File: config.mk
export PLATFORM = sky130hd
export DESIGN_NAME = change_dispenser_flat
export DESIGN_NICKNAME = d
export VERILOG_FILES = /design/src/rtl/change_dispenser_if.sv /design/src/rtl/change_dispenser.sv /design/src/flat_wrapper.sv
export SDC_FILE = /design/constraint.sdc
export NUM_CORES = 1
export LEC_CHECK = 0
export ABC_AREA = 1
export CORE_MARGIN = 4
export CORE_UTILIZATION = 45
export DETAILED_ROUTE_END_ITERATION = 7
export HOLD_SLACK_MARGIN = 0.03
export RECOVER_POWER = 25
export SLEW_MARGIN = 0
export SYNTH_ARGS = -nofsm -noshare
export SYNTH_HDL_FRONTEND = slang
export SYNTH_SLANG_ARGS = --single-unit
File: constraint.sdc
create_clock -name clk -period 4.8 [get_ports clk]
set_input_delay 0.72 -clock clk [delete_from_list [all_inputs] [get_ports clk]]
set_output_delay 0.72 -clock clk [all_outputs]
set_load 0.1 [all_outputs]
File: src/rtl/change_dispenser_if.sv
// rtl/change_dispenser_if.sv - Change request, coin hopper and tube inventory signal bundle
interface change_dispenser_if #(
  parameter int AMT_W = 5
);
  logic             chg_valid;
  logic [AMT_W-1:0] chg_amount;
  logic             chg_ready;
  logic [3:0]       eject;
  logic             eject_done;
  logic             refill;
  logic [1:0]       refill_sel;
  logic             done;
  logic             short;
  logic [AMT_W-1:0] remaining;
  logic [3:0]       tube_empty;

  modport master (
    output chg_valid, chg_amount, eject_done, refill, refill_sel,
    input  chg_ready, eject, done, short, remaining, tube_empty
  );

  modport slave (
    input  chg_valid, chg_amount, eject_done, refill, refill_sel,
    output chg_ready, eject, done, short, remaining, tube_empty
  );
endinterface

File: src/rtl/change_dispenser.sv
// rtl/change_dispenser.sv - Greedy coin change payout (Rs10/5/2/1) with hopper ack and tube inventory
module change_dispenser #(
  parameter int AMT_W       = 5,
  parameter int CNT_W       = 6,
  parameter int INIT_COUNT  = 20,
  parameter int PULSE_CYC   = 4,
  parameter int ACK_TIMEOUT = 255
) (
  input  logic              clk,
  input  logic              rst,
  change_dispenser_if.slave bus
);

  localparam int PC_W = $clog2(PULSE_CYC + 1);
  localparam int TM_W = $clog2(ACK_TIMEOUT + 1);
  localparam logic [PC_W-1:0]  PULSE_LAST = PC_W'(PULSE_CYC - 1);
  localparam logic [TM_W-1:0]  TIMER_LAST = TM_W'(ACK_TIMEOUT - 1);
  localparam logic [CNT_W-1:0] CNT_INIT   = CNT_W'(INIT_COUNT);
  localparam logic [CNT_W-1:0] CNT_MAX    = '1;

  typedef enum logic [2:0] {IDLE, SELECT, EJECT, WAIT_ACK, DONE} state_t;

  state_t           state, state_nxt;
  logic [AMT_W-1:0] rem;
  logic [1:0]       coin;
  logic [PC_W-1:0]  pulse_cnt;
  logic [TM_W-1:0]  timer;
  logic [CNT_W-1:0] count [4];
  logic             short_q;
  logic [AMT_W-1:0] remaining_q;
  logic [3:0]       empty_q;
  logic [1:0]       pick;
  logic             pick_found;
  logic             chg_ready_c;
  logic [3:0]       eject_c;
  logic             done_c;

  function automatic logic [AMT_W-1:0] coin_val(input logic [1:0] d);
    case (d)
      2'd3:    coin_val = AMT_W'(10);
      2'd2:    coin_val = AMT_W'(5);
      2'd1:    coin_val = AMT_W'(2);
      default: coin_val = AMT_W'(1);
    endcase
  endfunction

  // Ascending scan, so the last hit is the largest usable denomination.
  always_comb begin
    pick       = 2'd0;
    pick_found = 1'b0;
    for (int d = 0; d < 4; d++) begin
      if (coin_val(2'(d)) <= rem && count[d] != '0) begin
        pick       = 2'(d);
        pick_found = 1'b1;
      end
    end
  end

  always_ff @(posedge clk or negedge rst) begin
    if (!rst) state <= IDLE;
    else      state <= state_nxt;
  end

  always_comb begin
    state_nxt   = state;
    chg_ready_c = 1'b0;
    eject_c     = 4'b0000;
    done_c      = 1'b0;
    case (state)
      IDLE: begin
        chg_ready_c = 1'b1;
        if (bus.chg_valid) state_nxt = SELECT;
      end
      SELECT: begin
        state_nxt = (rem != '0 && pick_found) ? EJECT : DONE;
      end
      EJECT: begin
        eject_c = 4'b0001 << coin;
        if (pulse_cnt == PULSE_LAST) state_nxt = WAIT_ACK;
      end
      WAIT_ACK: begin
        // An ack arriving on the timeout cycle still counts as a paid coin.
        if (bus.eject_done)            state_nxt = SELECT;
        else if (timer == TIMER_LAST)  state_nxt = DONE;
      end
      DONE: begin
        done_c    = 1'b1;
        state_nxt = IDLE;
      end
      default: state_nxt = IDLE;
    endcase
  end

  always_ff @(posedge clk or negedge rst) begin
    if (!rst) begin
      rem         <= '0;
      coin        <= 2'd0;
      pulse_cnt   <= '0;
      timer       <= '0;
      short_q     <= 1'b0;
      remaining_q <= '0;
      for (int d = 0; d < 4; d++) begin
        count[d]   <= CNT_INIT;
        empty_q[d] <= (CNT_INIT == '0);
      end
    end else begin
      for (int d = 0; d < 4; d++) empty_q[d] <= (count[d] == '0);
      case (state)
        IDLE: begin
          if (bus.refill && count[bus.refill_sel] != CNT_MAX)
            count[bus.refill_sel] <= count[bus.refill_sel] + CNT_W'(1);
          if (bus.chg_valid) begin
            rem         <= bus.chg_amount;
            short_q     <= 1'b0;
            remaining_q <= '0;
          end
        end
        SELECT: begin
          coin      <= pick;
          pulse_cnt <= '0;
          if (rem != '0 && !pick_found) begin
            short_q     <= 1'b1;
            remaining_q <= rem;
          end
        end
        EJECT: begin
          pulse_cnt <= pulse_cnt + PC_W'(1);
          timer     <= '0;
        end
        WAIT_ACK: begin
          timer <= timer + TM_W'(1);
          if (bus.eject_done) begin
            rem         <= rem - coin_val(coin);
            count[coin] <= count[coin] - CNT_W'(1);
          end else if (timer == TIMER_LAST) begin
            short_q     <= 1'b1;
            remaining_q <= rem;
          end
        end
        default: ;
      endcase
    end
  end

  assign bus.chg_ready  = chg_ready_c;
  assign bus.eject      = eject_c;
  assign bus.done       = done_c;
  assign bus.short      = short_q;
  assign bus.remaining  = remaining_q;
  assign bus.tube_empty = empty_q;

endmodule
File: src/flat_wrapper.sv
// flat-port wrapper written by rule: the top's interface ports become plain ports
module change_dispenser_flat 
#(
  parameter int AMT_W       = 5,
  parameter int CNT_W       = 6,
  parameter int INIT_COUNT  = 20,
  parameter int PULSE_CYC   = 4,
  parameter int ACK_TIMEOUT = 255
)
  (clk, rst, bus_chg_valid, bus_chg_amount, bus_eject_done, bus_refill, bus_refill_sel, bus_chg_ready, bus_eject, bus_done, bus_short, bus_remaining, bus_tube_empty);
  change_dispenser_if #(.AMT_W(AMT_W)) bus_i ();
  input  logic clk;
  input  logic rst;
  input wire logic [$bits(bus_i.chg_valid)-1:0] bus_chg_valid;
  input wire logic [$bits(bus_i.chg_amount)-1:0] bus_chg_amount;
  input wire logic [$bits(bus_i.eject_done)-1:0] bus_eject_done;
  input wire logic [$bits(bus_i.refill)-1:0] bus_refill;
  input wire logic [$bits(bus_i.refill_sel)-1:0] bus_refill_sel;
  output wire logic [$bits(bus_i.chg_ready)-1:0] bus_chg_ready;
  output wire logic [$bits(bus_i.eject)-1:0] bus_eject;
  output wire logic [$bits(bus_i.done)-1:0] bus_done;
  output wire logic [$bits(bus_i.short)-1:0] bus_short;
  output wire logic [$bits(bus_i.remaining)-1:0] bus_remaining;
  output wire logic [$bits(bus_i.tube_empty)-1:0] bus_tube_empty;
  assign bus_i.chg_valid = bus_chg_valid;
  assign bus_i.chg_amount = bus_chg_amount;
  assign bus_i.eject_done = bus_eject_done;
  assign bus_i.refill = bus_refill;
  assign bus_i.refill_sel = bus_refill_sel;
  assign bus_chg_ready = bus_i.chg_ready;
  assign bus_eject = bus_i.eject;
  assign bus_done = bus_i.done;
  assign bus_short = bus_i.short;
  assign bus_remaining = bus_i.remaining;
  assign bus_tube_empty = bus_i.tube_empty;
  change_dispenser #(.AMT_W(AMT_W), .CNT_W(CNT_W), .INIT_COUNT(INIT_COUNT), .PULSE_CYC(PULSE_CYC), .ACK_TIMEOUT(ACK_TIMEOUT)) u_core (.clk(clk), .rst(rst), .bus(bus_i));
endmodule
==> results.md <==
- The flow ran to the end, but the final reports show violations.
- The final reports fail on max-capacitance violations, max-slew violations.
- For the worst setup path, the data arrival time is 2.87 ns.
- The count of unresolved DRC violations after routing is 0.
- The CTS root buffer is sky130_fd_sc_hd__clkbuf_8.
- The number of placed instances, taps included, is 703.
- Buffers placed on the I/O ports in this run total 27.
- Setup violations remaining at the end of the flow were counted as 0.
- The startpoint type of the worst setup path is a flip-flop.
- The number of global-route vias before repair is ~3600.
- The floorplan step defined a die boundary enclosing 0.0103 mm^2.
- The floorplan step defined a core boundary enclosing about 0.0084 mm^2.
- Post-CTS repair changed the size of 0 cells.
- The path category of the worst min-delay check is reg2reg.
- The clock reaches the later pin of the worst-skew pair after 0.32 ns.
- The worst max-slew margin expressed relative to the limit is -99.6%.
- The routability-driven placement congestion ratio is 1.01.
- Summing the sequential cell areas from Yosys gives 35.1% of the chip area.
- The max-capacitance violation count is 1.
- The average cell area after synthesis is 6.79 um^2.
- Traced cell by cell, the critical path runs through inv_2 > nor2_1 > inv_1 > nor2_1 > clkdlybuf4s50_1.
- Global routing finished with a remaining overflow of 0.
- The final HPWL from detailed placement is 8.32 mm.
- Across the VDD grid, the largest voltage drop is 0.000299 V.
- Counting flops and latches in the post-synthesis netlist gives 55.
- The number of standard cells after synthesis is 581.
- The count of cells in the finished layout, fillers not included, comes to 710.
- In the layout the commonest cells are sky130_fd_sc_hd__nand2_1, sky130_fd_sc_hd__inv_1, sky130_fd_sc_hd__nor2_1.
- On the worst path, the slowest cell contributes a delay of about 1.2 ns.
- The remaining antenna violation count after routing is 0.
- Setup repair after global routing left no endpoint under its margin.
- The area growth from synthesis to final layout is 10.1%.
- The floorplan step set the die height to 102 um.
- The total I/O pin count is 28.
- When the netlist entered floorplanning its net count stood at 604.
- The critical path's most frequent cell is sky130_fd_sc_hd__nor2_1.
- Counting the buffers created by CTS gives 5.
- The time the worst path needs with I/O delays and setup is around 3.6 ns.
- The number of hold buffers added after CTS was 0.
- The final period utilization is 74.8%.
- The repair_antennas step left the layout with diodes totalling 0.
- In this run the cell area measured after placement is 0.00426 mm^2.
- The number of levels in the clock H-tree is 2.
- The floorplan has 33 rows.
- The final count of pins violating max slew came to 56.
- Summing over every cut layer, the via total after detailed routing is 3789.
- On the critical path, the stage with the largest delay is an instance of sky130_fd_sc_hd__clkdlybuf4s50_1.
- Yosys printed 0 warnings.
- At the pin with the least slew margin, the transition time is around 3 ns.
- For this design the static power due to leakage is 0.00219 uW.
- Clock-pin slew was measured on the worst setup and hold paths at 0.11 ns.
- The final core utilization is 51.8%.
- The total number of clock tree sinks is 55.
- The die width is 102 um.
- The net count reported at finish is approximately 630.
- The initial cell density of the core is ~47%.
- The most common cell after layout, fill and taps aside is sky130_fd_sc_hd__nand2_1.
- The clock skew is between 0.01 and 0.015 ns.
- The wire length per cell is 15.1 um.
- Entering global routing, the biggest net connects 56 pins.
- After filler insertion, the fill cell instance count of the layout stands at between 800 and 900.
- The initial antenna violation count was 0.
- The distinct cell type count of the synthesized netlist is 40.
- The CTS tree is built.
- The first-pass GRT wire length is 17.9 mm.
- Counting along the longest clock path gives a buffer depth of 2.
- The number of post-CTS setup repair buffers is 0.
- Based on the critical path, the design can be clocked at up to 0.279 GHz.
- The critical path data required time is 4.08 ns.
- The sort of element at the end of the critical path is a primary output.
- The iteration count of the initial detailed-routing pass is 5.
- In the routed layout, each cell is associated on average with a via count of 5.34.
- The initial detailed-routing violation count is approximately 230.
- The setup slack on the worst flop-to-flop path is ~2 ns.
- The startpoint-to-endpoint class of the critical path is reg2out.
- After routing the design area is 0.00435 mm^2.
- The final count of hold timing violations was 0.
- For this design the ratio of total power to cell area is just over 700 mW/mm^2.
- The largest fanout on the critical path is 17.
- The final setup TNS is 0 ns.
- The post-route netlist has 8.76% of its cells at a drive strength greater than 1.
- The final layout contains routed wiring with a total length of 10.7 mm.
- The total global-route track usage is 22.0%.
- The cell area after technology mapping is 0.00395 mm^2.
==> final timing paths <==
check	start	endpoint	cells past startpoint
worst max-delay path	u_core.coin[0]	bus_eject[1]	5
worst min-delay path	u_core.bus.remaining[0]	u_core.bus.remaining[0]	2
worst max register to register	u_core.coin[0]	u_core.count[4]	13
worst min register to register	u_core.bus.remaining[0]	u_core.bus.remaining[0]	2
max in group asynchronous	rst	u_core.count[12]	2
min in group asynchronous	rst	u_core.bus.remaining[2]	2
==> registers in the layout, summed over array words and instances (netlist names) <==
name,flops
u_core.bus.remaining,5
u_core.bus.short,1
u_core.bus.tube_empty,4
u_core.coin,2
u_core.count,24
u_core.pulse_cnt,3
u_core.rem,5
u_core.state,3
u_core.timer,8
==> per-stage QoR <==
step	setup slack (ns)	hold slack, ns	total power, uW
floorplan	1.61	0.424	2360
global placement	1.58	0.466	2820
detailed placement	1.49	0.468	2850
CTS	1.22	0.495	3120
global route	1.03	0.514	3390
finish	1.21	0.492	3110
==> cell usage after synthesis (all sizes together) <==
| master | n | area, um^2 |
|---|---|---|
| nand2 | 239 | 998 |
| inv | 63 | 244 |
| nor2 | 63 | 308 |
| nand3 | 53 | 275 |
| dfrtp | 47 | 1180 |
| o21ai | 35 | 186 |
| a21oi | 12 | 60.1 |
| ha | 10 | 125 |
| o22ai | 10 | 62.6 |
| buf | 9 | 81.3 |
| dfstp | 8 | 210 |
| or2 | 6 | 37.5 |
| a31oi | 4 | 25.0 |
| nand4 | 4 | 25.0 |
| nor3 | 4 | 20.0 |
| a22oi | 3 | 22.5 |
| clkbuf | 2 | 7.51 |
| xor2 | 2 | 17.5 |
| a22o | 1 | 8.76 |
| a32o | 1 | 10.0 |
| clkinv | 1 | 3.75 |
| fa | 1 | 20.0 |
| nor3b | 1 | 7.51 |
| o211ai | 1 | 7.51 |
| o21a | 1 | 7.51 |
==> worst max-delay path, delay by kind of cell (launching register included) <==
| kind | cells | cell delay, ns |
|---|---|---|
| AND/OR/NAND/NOR | 2 | 0.36 |
| flip-flops | 1 | 0.68 |
| buffers and inverters | 3 | 1.51 |
==> area by class of cell <==
cell class	count	area (um^2)	area share [%]
inverters	64	248	5.70
flip-flops and latches	55	1390	31.9
clock buffers	5	68.8	1.58
multi-input cells	451	2220	51.2
repair buffers	28	269	6.19
well taps	105	131	3.02
clock inverters	2	17.5	0.403
==> layer usage <==
layer | global-route usage (%) | vias up | wire length, um
met1 | 32.5 | 1760 | 5230
met3 | 2.75 | 20 | 544
met5 | 0 | - | 0
li1 | - | 1904 | -
met4 | 7.26 | 0 | 252
met2 | 33.4 | 105 | 4710
==> power by group <==
group          switching [uW]  internal, uW  total [uW]  leakage (uW)
clock network             158           103         261     0.0000446
registers                 236           659         894      0.000695
logic                    1400           548        1950       0.00145
==> kinds of logic after synthesis <==
group	share of synthesized area (%)
compound gates	9.89
xor+xnor	0.444
fa+ha+maj	3.68
buf+inv	8.53
flops	35.1
simple gates	42.3
Note: power is estimated with default switching activity, not from simulation.
